--- config.mk ---
export PLATFORM = sky130hd
export DESIGN_NAME = systolic_mult_ctrl
export DESIGN_NICKNAME = d
export VERILOG_FILES = /design/src/rtl/systolic_mult_ctrl.sv
export SDC_FILE = /design/constraint.sdc
export NUM_CORES = 1
export LEC_CHECK = 0
export BUFFER_PORTS_ARGS = -buffer_cell sky130_fd_sc_hd__buf_2
export CAP_MARGIN = 20
export CELL_PAD_IN_SITES_DETAIL_PLACEMENT = 1
export CELL_PAD_IN_SITES_GLOBAL_PLACEMENT = 1
export CORE_MARGIN = 4
export CORE_UTILIZATION = 46
export DETAILED_ROUTE_END_ITERATION = 10
export PLACE_DENSITY_LB_ADDON = 0.1
export SYNTH_ARGS = -nofsm -noshare
export SYNTH_HDL_FRONTEND = slang
export SYNTH_SLANG_ARGS = --single-unit
--- constraint.sdc ---
create_clock -name i_CLK -period 3.4 [get_ports i_CLK]
set_input_delay 0.34 -clock i_CLK [delete_from_list [all_inputs] [get_ports i_CLK]]
set_output_delay 0.34 -clock i_CLK [all_outputs]
set_load 0.01 [all_outputs]
--- src/rtl/systolic_mult_ctrl.sv ---
// Sequencer for a bit-serial systolic multiplier array: flush, stream B LSB-first, collect product.
// Optional abort input enabled by defining SYSTOLIC_MULT_CTRL_ABORT_EN.
module systolic_mult_ctrl #(
  parameter int WIDTH     = 8,
  parameter int ARRAY_LAT = 2
) (
  input  logic               i_CLK,
  input  logic               i_RST_N,
  input  logic [WIDTH-1:0]   i_A,
  input  logic [WIDTH-1:0]   i_B,
  input  logic               i_VALID,
  output logic               o_READY,
  output logic [WIDTH-1:0]   o_WEIGHT,
  output logic               o_SERIAL_IN,
  input  logic               i_ARRAY_OUT,
  output logic [2*WIDTH-1:0] o_PRODUCT,
  output logic               o_VALID,
  input  logic               i_READY,
  output logic               o_BUSY
`ifdef SYSTOLIC_MULT_CTRL_ABORT_EN
  ,
  input  logic               i_ABORT
`endif
);

  localparam int PW      = 2 * WIDTH;
  localparam int SHIFT_N = PW + ARRAY_LAT;
  localparam int CW      = $clog2(SHIFT_N + 1);
  localparam logic [CW-1:0] FLUSH_LAST = CW'(PW - 1);
  localparam logic [CW-1:0] SHIFT_LAST = CW'(SHIFT_N - 1);
  localparam logic [CW-1:0] LAT_C      = CW'(ARRAY_LAT);

  typedef enum logic [1:0] {IDLE, FLUSH, SHIFT, DONE} state_t;

  state_t            state;
  logic [CW-1:0]     cnt;
  logic [WIDTH-1:0]  a_q;
  logic [WIDTH-1:0]  b_q;
  logic [PW-1:0]     sr_q;
  logic              aborted_q;
  logic              abort;

`ifdef SYSTOLIC_MULT_CTRL_ABORT_EN
  assign abort = i_ABORT;
`else
  assign abort = 1'b0;
`endif

  // b_q is consumed as a shift register during SHIFT, so the serial bit is
  // always its LSB and zeros follow once the multiplier is exhausted.
  always_ff @(posedge i_CLK or negedge i_RST_N) begin
    if (!i_RST_N) begin
      state       <= IDLE;
      cnt         <= '0;
      a_q         <= '0;
      b_q         <= '0;
      sr_q        <= '0;
      aborted_q   <= 1'b0;
      o_READY     <= 1'b1;
      o_VALID     <= 1'b0;
      o_BUSY      <= 1'b0;
      o_WEIGHT    <= '0;
      o_SERIAL_IN <= 1'b0;
      o_PRODUCT   <= '0;
    end else begin
      case (state)
        IDLE: begin
          if (i_VALID && o_READY) begin
            a_q       <= i_A;
            b_q       <= i_B;
            cnt       <= '0;
            aborted_q <= 1'b0;
            o_READY   <= 1'b0;
            o_BUSY    <= 1'b1;
            state     <= FLUSH;
          end
        end
        FLUSH: begin
          if (cnt == FLUSH_LAST) begin
            cnt <= '0;
            if (aborted_q) begin
              aborted_q <= 1'b0;
              o_READY   <= 1'b1;
              o_BUSY    <= 1'b0;
              state     <= IDLE;
            end else begin
              o_WEIGHT    <= a_q;
              o_SERIAL_IN <= b_q[0];
              b_q         <= b_q >> 1;
              sr_q        <= '0;
              state       <= SHIFT;
            end
          end else begin
            cnt <= cnt + 1'b1;
          end
        end
        SHIFT: begin
          if (abort) begin
            cnt         <= '0;
            aborted_q   <= 1'b1;
            sr_q        <= '0;
            o_WEIGHT    <= '0;
            o_SERIAL_IN <= 1'b0;
            state       <= FLUSH;
          end else begin
            o_SERIAL_IN <= b_q[0];
            b_q         <= b_q >> 1;
            if (cnt >= LAT_C)
              sr_q <= {i_ARRAY_OUT, sr_q[PW-1:1]};
            if (cnt == SHIFT_LAST) begin
              o_PRODUCT   <= {i_ARRAY_OUT, sr_q[PW-1:1]};
              o_VALID     <= 1'b1;
              o_WEIGHT    <= '0;
              o_SERIAL_IN <= 1'b0;
              cnt         <= '0;
              state       <= DONE;
            end else begin
              cnt <= cnt + 1'b1;
            end
          end
        end
        DONE: begin
          if (i_READY || abort) begin
            o_VALID <= 1'b0;
            o_READY <= 1'b1;
            o_BUSY  <= 1'b0;
            state   <= IDLE;
          end
        end
        default: state <= IDLE;
      endcase
    end
  end

endmodule

### Word level (Yosys, flattened, before mapping)

Cells that the tools add are included.
Widths: inputs -> output; s select.

| storage, ports and cells | value |
|---|---|
| output and inout port bits | 28 |
| register bits | 68 |
| word-level logic and storage cells | 84 |

| cells by class | value |
|---|---|
| order comparisons | 1 |
| reduce and logical (&&, ||, !) cells | 18 |
| equality and inequality tests | 12 |
| $add $sub $neg | 1 |
| multiplexer cells | 40 |

Operators with widths:

| cell | number |
|---|---|
| $mux 16 | 3 |
| $mux 8 | 6 |
| $pmux 16 s2 | 1 |
| $pmux 8 s3 | 1 |
| $pmux 8 s2 | 1 |
| $reduce_and 4->1 | 4 |
| $mux 5 | 3 |
| $pmux 5 s3 | 1 |
| $ne 2x2->1 const B | 7 |
| $mux 1 | 13 |
| $mux 2 | 5 |
| $reduce_and 3->1 | 3 |
| $pmux 2 s4 | 1 |
| $pmux 1 s2 | 3 |
| $pmux 1 s3 | 2 |
| $reduce_and 2->1 | 3 |
| $reduce_bool 2->1 | 3 |
| $reduce_bool 3->1 | 2 |
| $add 5x1->5 const B | 1 |
| $eq 5x4->1 const B | 1 |
| $eq 5x5->1 const B | 1 |
| $ge 5x2->1 const B | 1 |
| $reduce_and 5->1 | 1 |
| $eq 2x2->1 const B | 2 |
| 3 further kinds | 3 |

### Longest topological paths before layout

| depth | value |
|---|---|
| depth in word-level cells | 3 |
| depth in mapped cells | 10 |
| gate-level depth less buffers | 8 |

### Worst setup path after synthesis

No wires, ideal clock.

| timing path | value |
|---|---|
| path kind | register -> register |
| start | reg cnt[0] |
| end | reg cnt[2] |
| arrival | 1,838 ps |
| stages on the path, launching flop included | 10 |
| clock period less this slack | 1,934 ps |
| buffers on the path | 1 |
| slack | 1,466 ps |
| required time | 3,304 ps |
| path through | dfrtp_1 -> ha_1 -> nand3_1 -> inv_1 -> ha_1 -> buf_2 -> nor2b_1 -> nand2b_1 -> o211ai_1 -> o31ai_1 |

| between the ends | value |
|---|---|
| cells in the longest elaborated chain, start to end | 3 |

RTL lines:

| item | line | text |
|---|---|---|
| start, declared | 36 | `logic [CW-1:0] cnt;` |
| start signal, assigned | 94 | `cnt <= cnt + 1'b1;` |
| start signal, assigned | 118 | `cnt <= cnt + 1'b1;` |
| $add 5x1->5, or another cell as far along | 94, 118 |  |
| $mux 5 (on tied branches) | 110, 79 |  |
| $pmux 5 s3 * | 66 | `case (state)` |

Mark *: on every way between the ends. The rest lies on a longest branch, timed or not.
A chain may end at the register's enable or synchronous reset.

### Worst setup path in the final report

| timing path | value |
|---|---|
| start | reg cnt[1] |
| end | reg b_q[7] |

| between the ends | value |
|---|---|
| cells in the longest elaborated chain, start to end | 3 |

RTL lines:

| item | line | text |
|---|---|---|
| $eq 5x4->1 | 79 | `if (cnt == FLUSH_LAST) begin` |
| $ne 2x2->1 (no line) | n/a |  |
| $reduce_and 4->1 (no line) | n/a |  |
| end signal, assigned | 70 | `b_q <= i_B;` |
| end signal, assigned | 89 | `b_q <= b_q >> 1;` |
| end signal, assigned | 107 | `b_q <= b_q >> 1;` |
| end, declared | 38 | `logic [WIDTH-1:0] b_q;` |

Every way passes these cells.

==> impl_metrics.env <==
export IMPL_status="complete, no violations"
export IMPL_syn_area_mm2=0.00298
export IMPL_drive_above_1_share=0.301
export IMPL_grt_antenna_before_repair=0
export IMPL_place_congestion=0.783
export IMPL_clockRootBuffer="clkbuf_8"
export IMPL_io_buffers=48
export IMPL_final_cell_mix="dfrtp_1 (65), buf_2 (48), nand2_1 (45), mux2_2 (26), inv_1 (18)"
export IMPL_path_class="register to register"
export IMPL_synth_edf_count=0
export IMPL_rows=29
export IMPL_drtIter0Drc=65
export IMPL_die_y_um=88.4
export IMPL_hpwlAfterDp_um=4260
export IMPL_rsz0062_at_grt="false"
export IMPL_clkLatencyLatePin_ns=0.35
export IMPL_power_total_mw=2.82
export IMPL_synth_area_leaders="dfrtp_1 (55%), mux2_2 (9.8%), nand2_1 (5.7%)"
export IMPL_worst_slew_pin_slew_ns=0.838
export IMPL_p_per_area_mw_per_mm2=803
export IMPL_critPathSlowestCell="nor3_2"
export IMPL_cts_resized_gates=0
export IMPL_drc=0
export IMPL_hold_viol_final=0
export IMPL_fin_util=0.555
export IMPL_synth_distinct_cells=34
export IMPL_yosysTopAreaCellShare=0.547
export IMPL_via_per_inst=5.35
export IMPL_start_util=0.471
export IMPL_gr_usage_all_layers=0.178
export IMPL_cts_buffers=9
export IMPL_cts_setup_buffers=0
export IMPL_dieWidth_um=88.4
export IMPL_netlist_instances=270
export IMPL_clk_pin_slew_ns=0.08
export IMPL_synthArstFlopShare=1.00
export IMPL_cap_violations=0
export IMPL_first_global_vias=2290
export IMPL_grt_overflow=0
export IMPL_yosysWarningCount=0
export IMPL_period_needed_ns=2.47
export IMPL_routed_wl_um=6370
export IMPL_fin_area_mm2=0.00350
export IMPL_diodes=0
export IMPL_cp_end_kind="register"
export IMPL_vias=2155
export IMPL_finalSetupViolations=0
export IMPL_max_clock_path_buffers=2
export IMPL_firstDrtPassIters=4
export IMPL_critPathMaxFanout=16
export IMPL_design_portCount=49
export IMPL_p_leak_nw=1.63
export IMPL_synth_top_area_cell="dfrtp_1"
export IMPL_fin_crit_sh=0.725
export IMPL_grt_max_degree=46
export IMPL_startpoint_type="register"
export IMPL_finalMaxSlewViolations=0
export IMPL_critical_path_max_stage_delay_ns=0.66
export IMPL_synth_seq_area_share=0.556
export IMPL_die_area_mm2=0.00782
export IMPL_hold_class="input port to register"
export IMPL_avgSynthCellArea_um2=11.0
export IMPL_cts_num_sinks=66
export IMPL_pre_cts_ws_ns=0.872
export IMPL_fin_worst_skew_ns=0.0113
export IMPL_synthesis_nets=302
export IMPL_slew_headroom=0.439
export IMPL_cp_buffers_inverters=1
export IMPL_cp_top_family="simple AND/OR/NAND/NOR gates"
export IMPL_finalNetCount=353
export IMPL_setup_tns_ns=0
export IMPL_required_ns=3.66
export IMPL_fmax_ghz=0.405
export IMPL_wl_per_cell_um=15.8
export IMPL_layout_setup_ws_ns=0.933
export IMPL_crit_chain="ha_1 -> nand3_1 -> inv_1 -> ha_1 -> nor2b_1 -> nor3_2 -> nand3_1 -> o21ai_0"
export IMPL_synth_seq_cells=66
export IMPL_layout_commonest_cell="dfrtp_1"
export IMPL_ir_drop_mv=0.572
export IMPL_core_mm2=0.00631
export IMPL_nFillCells=694
export IMPL_cts_tree="done"
export IMPL_ys_flop_type="dfrtp_1"
export IMPL_grt_pass1_wl_um=10700
export IMPL_area_delta_synth_final_pct=17.8
export IMPL_htree_levels=3
export IMPL_placed_area_mm2=0.00328
export IMPL_drt_antenna_violating_nets=0
export IMPL_cp_arrival_ns=2.72
export IMPL_cts_hold_buf=1
-- layer usage --
layer / up-vias / global-route usage / wire length (µm)
met1: 1088 / 0.220 / 2880
met5: - / 0 / 0
met4: 0 / 0.0714 / 106
met2: 35 / 0.301 / 3140
li1: 1025 / - / -
met3: 7 / 0.0428 / 241
-- path summary, 6_finish.rpt --
| check | from | end | slack (ns) | cells past startpoint |
|---|---|---|---|---|
| min | i_A[0] | a_q[0] | 0.22 | 2 |
| max | cnt[1] | b_q[7] | 0.93 | 8 |
| max reg2reg | cnt[1] | b_q[7] | 0.93 | 8 |
| min reg2reg | sr_q[1] | sr_q[1] | 0.50 | 2 |
| min in group asynchronous | i_RST_N | o_PRODUCT[2] | 0.48 | 2 |
| max in group asynchronous | i_RST_N | b_q[3] | 1.96 | 3 |
-- where the power goes --
part | switching, mW | total [mW] | internal [mW]
clock | 0.323 | 0.683 | 0.360
sequential | 0.153 | 1.16 | 1.01
combinational | 0.586 | 0.974 | 0.388
-- worst reg2reg max path, stage by stage, from the launching register on --
cell     delay (ns)
dfrtp_1        0.48
ha_1           0.25
nand3_1        0.13
inv_1          0.08
ha_1           0.35
nor2b_1        0.18
nor3_2         0.66
nand3_1        0.14
o21ai_0        0.11
-- synth_stat cells (2+ instances only) --
cell type  number
nor2_1          7
mux2i_1         8
o21ai_0        15
buf_2           2
nor2b_1         4
nand2_1        45
clkbuf_1        7
mux2_2         26
nand3_1         5
a21oi_1         8
inv_1          18
nand2b_1        3
dfrtp_1        65
o21ai_1        14
a22o_1          8
ha_1           11
or3_1           3
o31ai_1         3
buf_4           3
-- metrics by stage --
stage | hold slack [ns] | std cells
6_report | 0.219 | 403
5_1_grt | 0.211 | 403
4_1_cts | 0.206 | 402
3_5_place_dp | 0.329 | 385
3_3_place_gp | 0.327 | 385
2_1_floorplan | 0.0444 | 270
-- logic make-up (layout without fill, tap and decap cells) --
group	count (synthesis)	in the layout	share of synthesized area
AOI/OAI and AO/OA	57	57	0.120
adders and majority gates	11	11	0.0463
buffers and inverters	30	86	0.0425
DFF	66	66	0.556
muxes	34	34	0.125
and+or+nand+nor	72	72	0.111
-- layout make-up --
cell class                 instances  area, µm²  share of cell area
timing repair buffer              52        280              0.0800
sequential                        66       1650               0.472
clock buffer                      10        138              0.0393
inverter                          18       67.6              0.0193
multi-input combinational        174       1200               0.344
tap                               77       96.3              0.0275
clock inverter                     6       65.1              0.0186
-- registers in the layout, summed over array words and instances, names as in the netlist --
signal / count
o_WEIGHT: 8
o_VALID: 1
o_PRODUCT: 16
cnt: 5
o_SERIAL_IN: 1
a_q: 8
sr_q: 15
state: 2
o_BUSY: 1
o_READY: 1
b_q: 8
Note: power is estimated with default switching activity, not from simulation.
